==> src/rtl/alu_seq.sv <==
// alu_seq -- registered multi-bit ALU with valid/ready handshakes on both
// sides. Successor to the 1-bit ALU slice and uses the same 3-bit control
// encoding. It sits between decode and writeback in the lab datapath.
//
// Build option: define ALU_MUL_EN to include an iterative unsigned shift-add
// multiplier on control 001. It produces one partial product per cycle and
// has a latency of WIDTH+1 edges. Without the macro, control 001 completes in
// one cycle with out=0 and illegal=1. No multiplier state is built in that case.
//
// Ports:
//   clock, reset         single clock; synchronous active-high reset
//   in_valid / in_ready  operand handshake (A, B, control)
//   A, B [WIDTH-1:0]     operands
//   control [2:0]        000 A, 001 MUL, 010 A+B, 011 A-B, 100 A&B,
//                        101 A|B, 110 ~(A|B), 111 A^B
//   out_valid/out_ready  result handshake
//   out [WIDTH-1:0]      registered result
//   zero, negative       registered flags of out (meaningful with out_valid)
//   overflow             signed add/sub overflow, or nonzero high product
//   illegal              control not supported in this build
module alu_seq #(
  parameter int WIDTH = 32
) (
  input  logic             clock,
  input  logic             reset,
  input  logic             in_valid,
  output logic             in_ready,
  input  logic [WIDTH-1:0] A,
  input  logic [WIDTH-1:0] B,
  input  logic [2:0]       control,
  output logic             out_valid,
  input  logic             out_ready,
  output logic [WIDTH-1:0] out,
  output logic             zero,
  output logic             negative,
  output logic             overflow,
  output logic             illegal
);

  logic             accept;
  logic             write_single;
  logic [WIDTH-1:0] alu_result;
  logic             alu_ovf;
  logic             alu_illegal;
  logic [WIDTH-1:0] sum;
  logic [WIDTH-1:0] diff;

  assign accept = in_valid & in_ready;
  assign sum    = A + B;
  assign diff   = A - B;

  // Single-cycle datapath, evaluated directly on the presented operands.
  always_comb begin
    alu_result  = '0;
    alu_ovf     = 1'b0;
    alu_illegal = 1'b0;
    case (control)
      3'b000: alu_result = A;
      3'b001: begin
`ifndef ALU_MUL_EN
        alu_illegal = 1'b1;
`endif
      end
      3'b010: begin
        alu_result = sum;
        alu_ovf    = (A[WIDTH-1] == B[WIDTH-1]) && (sum[WIDTH-1] != A[WIDTH-1]);
      end
      3'b011: begin
        alu_result = diff;
        alu_ovf    = (A[WIDTH-1] != B[WIDTH-1]) && (diff[WIDTH-1] != A[WIDTH-1]);
      end
      3'b100:  alu_result = A & B;
      3'b101:  alu_result = A | B;
      3'b110:  alu_result = ~(A | B);
      default: alu_result = A ^ B;
    endcase
  end

`ifdef ALU_MUL_EN
  typedef enum logic {IDLE, MUL} state_t;

  localparam int CW = (WIDTH > 2) ? $clog2(WIDTH) : 1;
  localparam logic [CW-1:0] LAST = CW'(WIDTH - 1);

  state_t             state;
  state_t             state_next;
  logic               mul_start;
  logic               mul_done;
  logic [CW-1:0]      count;
  logic [2*WIDTH-1:0] mcand;
  logic [WIDTH-1:0]   mplier;
  logic [2*WIDTH-1:0] acc;
  logic [2*WIDTH-1:0] acc_next;

  assign mul_start    = accept && (control == 3'b001);
  assign write_single = accept && !mul_start;
  assign mul_done     = (state == MUL) && (count == LAST);
  assign acc_next     = mplier[0] ? acc + mcand : acc;
  assign in_ready     = (state == IDLE) & (!out_valid | out_ready);

  always_ff @(posedge clock) begin
    if (reset) state <= IDLE;
    else       state <= state_next;
  end

  always_comb begin
    state_next = state;
    case (state)
      IDLE:    if (mul_start) state_next = MUL;
      default: if (mul_done)  state_next = IDLE;
    endcase
  end

  // Shift-add: the multiplicand moves left and the multiplier moves right.
  // The LSB of the multiplier selects each partial product.
  always_ff @(posedge clock) begin
    if (reset) begin
      count  <= '0;
      mcand  <= '0;
      mplier <= '0;
      acc    <= '0;
    end else if (mul_start) begin
      count  <= '0;
      mcand  <= {{WIDTH{1'b0}}, A};
      mplier <= B;
      acc    <= '0;
    end else if (state == MUL) begin
      count  <= count + CW'(1);
      mcand  <= mcand << 1;
      mplier <= mplier >> 1;
      acc    <= acc_next;
    end
  end
`else
  assign write_single = accept;
  assign in_ready     = !out_valid | out_ready;
`endif

  // Result register. Once out_valid is set, it holds until the consumer takes the result.
  // A new result written on the drain edge keeps out_valid set.
  always_ff @(posedge clock) begin
    if (reset) begin
      out       <= '0;
      zero      <= 1'b0;
      negative  <= 1'b0;
      overflow  <= 1'b0;
      illegal   <= 1'b0;
      out_valid <= 1'b0;
    end else if (write_single) begin
      out       <= alu_result;
      zero      <= (alu_result == '0);
      negative  <= alu_result[WIDTH-1];
      overflow  <= alu_ovf;
      illegal   <= alu_illegal;
      out_valid <= 1'b1;
`ifdef ALU_MUL_EN
    end else if (mul_done) begin
      out       <= acc_next[WIDTH-1:0];
      zero      <= (acc_next[WIDTH-1:0] == '0);
      negative  <= acc_next[WIDTH-1];
      overflow  <= (acc_next[2*WIDTH-1:WIDTH] != '0);
      illegal   <= 1'b0;
      out_valid <= 1'b1;
`endif
    end else if (out_ready) begin
      out_valid <= 1'b0;
    end
  end

endmodule

==> config.mk <==
export PLATFORM = sky130hd
export DESIGN_NAME = alu_seq
export DESIGN_NICKNAME = d
export VERILOG_FILES = /design/src/rtl/alu_seq.sv
export SDC_FILE = /design/constraint.sdc
export NUM_CORES = 1
export LEC_CHECK = 0
export ABC_AREA = 1
export CAP_MARGIN = 40
export CORE_ASPECT_RATIO = 0.6
export CORE_MARGIN = 2
export CORE_UTILIZATION = 55
export DETAILED_ROUTE_END_ITERATION = 16
export GPL_TIMING_DRIVEN = 0
export PLACE_DENSITY_LB_ADDON = 0.2
export REMOVE_ABC_BUFFERS = 1
export SYNTH_ARGS = -nofsm -noshare
export SYNTH_HDL_FRONTEND = slang
export SYNTH_SLANG_ARGS = --single-unit
==> constraint.sdc <==
create_clock -name clock -period 3.3 [get_ports clock]
set_input_delay 0.33 -clock clock [delete_from_list [all_inputs] [get_ports clock]]
set_output_delay 0.33 -clock clock [all_outputs]
set_load 0.01 [all_outputs]
==> results_dict.tcl <==
set metrics [dict create \
    avgSynthCellArea_um2 5.242 \
    vias 10340 \
    cp_slowest_cell "o21ai_0" \
    dpl.hpwl_mm 24.91 \
    finalNonFillerCells 1824 \
    clkLatencyLatePin_ns 0.28 \
    cts.clk_slew.worst_paths_ns 0.06 \
    drv_cap 0 \
    fin_crit_sh 0.9676 \
    critPathArrivalTime_ns 3.36 \
    antenna_left 0 \
    die_x_um 161.0 \
    path_buf_inv 2 \
    reg2reg_to "zero" \
    n_antenna_cell 0 \
    synth_area_leaders "nand2_1 23%, ha_1 15%, inv_1 14%" \
    syn-cell-area_um2 8130 \
    maxSlewHeadroom 0.3934 \
    rows 34 \
    cts_sinks 36 \
    r2r_slack_ns 0.74 \
    htree_levels 2 \
    finalCriticalPeriod_ns 3.193 \
    overflow 0 \
    p_leak_nw 5.291 \
    layout_commonest_cell "nand2_1" \
    ctsHoldBuffers 0 \
    netlist.area_leader.share 0.2327 \
    die_y_um 98.18 \
    path_cells "clkdlybuf4s50_1 > inv_1 > ha_1 > nand3_1 > nand3_2 > nand2_1 > nand2_1 > o21ai_0 > a21oi_1 > o21ai_0 > nor2_1 > nand2_1 > nor2_1 > nand2_1 > nor2_1 > nand3_1 > a21oi_1" \
    clock-root-buffer "clkbuf_16" \
    yosysWarnings 0 \
    drtIter0Drc 1372 \
    grt_usage 0.3886 \
    dp_cells 1812 \
    min_from "zero" \
    critPathRequiredTime_ns 3.47 \
    numCtsBuffers 5 \
    async_flop_share 0 \
    crit_family "simple AND/OR/NAND/NOR gates" \
    hold_end "zero" \
    rr_worst_depth 14 \
    end_kind "flop" \
    cp-start-kind "primary input" \
    max_stage_delay_ns 0.62 \
    die-area_um2 15800 \
    routed_wl_mm 30.96 \
    initial_core_util 0.5621 \
    setup-tns-final_ns 0 \
    route.detailed.wl_per_inst_um 16.98 \
    via_per_inst 5.667 \
    synth-compound-area-share 0.1520 \
    core_area_um2 14460 \
    finalSetupViolations 0 \
    hp-class "reg2reg" \
    syn_inst 1551 \
    fmax_mhz 313.2 \
    grt_max_degree 35 \
    status "complete, no violations" \
    nets 1796 \
    synthFlopType "dfxtp_1" \
    synth_adder_area_share 0.1557 \
    synth-simple-area-share 0.4297 \
    yosysSeqAreaShare 0.08864 \
    io_buffers 108 \
    synth_area_leader_cell "nand2_1" \
    final_cell_mix "501 x nand2_1, 292 x inv_1, 153 x nor2_1" \
    postLayoutCoreUtil 0.6699 \
    p_per_area_nw_per_um2 262.9 \
    synth_edf_count 0 \
    area_growth_pct 19.18 \
    grt_pass1_wl_mm 48.55 \
    drc 0 \
    cts_tree "done" \
    drt_pre_antenna_iters 8 \
    critical_path.most_common_cell "nand2_1" \
    synth_xor_area_frac 0.002155 \
    io_pins 109 \
    vdd_drop_max_mv 0.3335 \
    r2r-start "out_valid" \
    gp_congestion 1.010 \
    hold_depth 2 \
    cts_max_path_buffers 2 \
    critPathMaxFanout 4 \
    grt_pass1_vias 9380 \
    muxShareOfSynthArea 0 \
    antenna_found_initial 1 \
    synth_cell_types 37 \
    slew_violations 0 \
    tightest_slew_ns 0.9089 \
    path_class "in2reg" \
    ys_ff_latch 36 \
    drive_above_1_share 0.04982 \
    skew_ns 0.003409 \
    final-hold-violation-count 0 \
    synth_top_family_by_area "simple AND/OR/NAND/NOR gates" \
]
[flip-flops by register name (all words and copies together) (netlist names)]
register,count
illegal,1
out,32
out_valid,1
overflow,1
zero,1
[worst max-delay path by stage]
stage                           from   end  slack (ns)  cells after the start
final                           B[1]  zero        0.11                     17
after global routing            B[1]  zero       -0.08                     20
after CTS                 control[1]  zero        0.04                     14
after detailed placement       A[14]  zero       -0.29                     19
after global placement    control[1]  zero       -1.50                     14
after floorplan            out_ready  zero        0.92                     14
[synthesized netlist by cell type (8+ instances only)]
cell,instances
buf_2,23
clkbuf_1,17
o221ai_1,12
o21ai_0,68
o211ai_1,9
a221oi_1,8
nor2_1,162
nand2_1,504
ha_1,98
nand4_1,23
a211oi_1,9
nand3_1,133
dfxtp_1,36
o22ai_1,8
a21oi_1,74
o21bai_1,12
inv_1,295
nor3_1,13
[stage by stage]
step                      power (mW)  worst slack (ns)  instance area [um^2]  hold WS, ns
after floorplan                1.356            0.9208                  7868       0.3991
after global placement         1.858            -1.503                  9196       0.4532
after detailed placement       1.892           -0.2855                  9306       0.4626
after CTS                      2.428           0.03565                  9477       0.4714
after global routing           2.701          -0.07609                  9689       0.5030
final                          2.547            0.1069                  9689       0.4693
[layer usage]
metal | up-vias | routed length [um] | global-route usage
li1 | 5009 | - | -
met1 | 4612 | 14040 | 0.5751
met2 | 666 | 11360 | 0.5262
met3 | 47 | 5017 | 0.1376
met4 | 2 | 529 | 0.09615
met5 | - | 13 | 0
[kinds of logic after synthesis]
group	Yosys count
xor+xnor	2
buf+inv	352
compound gates	211
flops	36
fa+ha+maj	100
simple gates	850
[area by class of cell]
cell class / count / area (um^2)
flip-flops and latches: 36 / 720.7
clock buffers: 5 / 125.1
well taps: 198 / 247.7
inverters: 302 / 1140
clock inverters: 3 / 42.54
multi-input cells: 1163 / 6200
repair buffers: 117 / 1214
fillers: 1423 / 4775
[worst reg2reg max path: cells and delay by family (launching register included)]
family,cells,cell delay (ns)
flip-flops,1,0.32
AO/OA/AOI/OAI,1,0.07
buffers and inverters,2,0.98
AND/OR/NAND/NOR,11,1.09
[where the power goes]
| group | total [mW] | internal [mW] | switching, mW | leakage (nW) |
|---|---|---|---|---|
| Clock | 0.533 | 0.354 | 0.179 | 0.0798 |
| Combinational | 1.52 | 0.526 | 0.996 | 4.91 |
| Sequential | 0.493 | 0.473 | 0.0199 | 0.298 |
[what timing repair did]
| action | CTS | global route |
|---|---|---|
| setup buffers | 0 | 4 |
| pin swaps | 0 | 2 |
| cloned | 0 | 0 |
| setup endpoints to repair | 1 | 2 |
| endpoints found under the hold margin | 0 | 0 |
| resized for setup | 1 | 54 |
No activity file was read; power rests on OpenSTA's default activity.
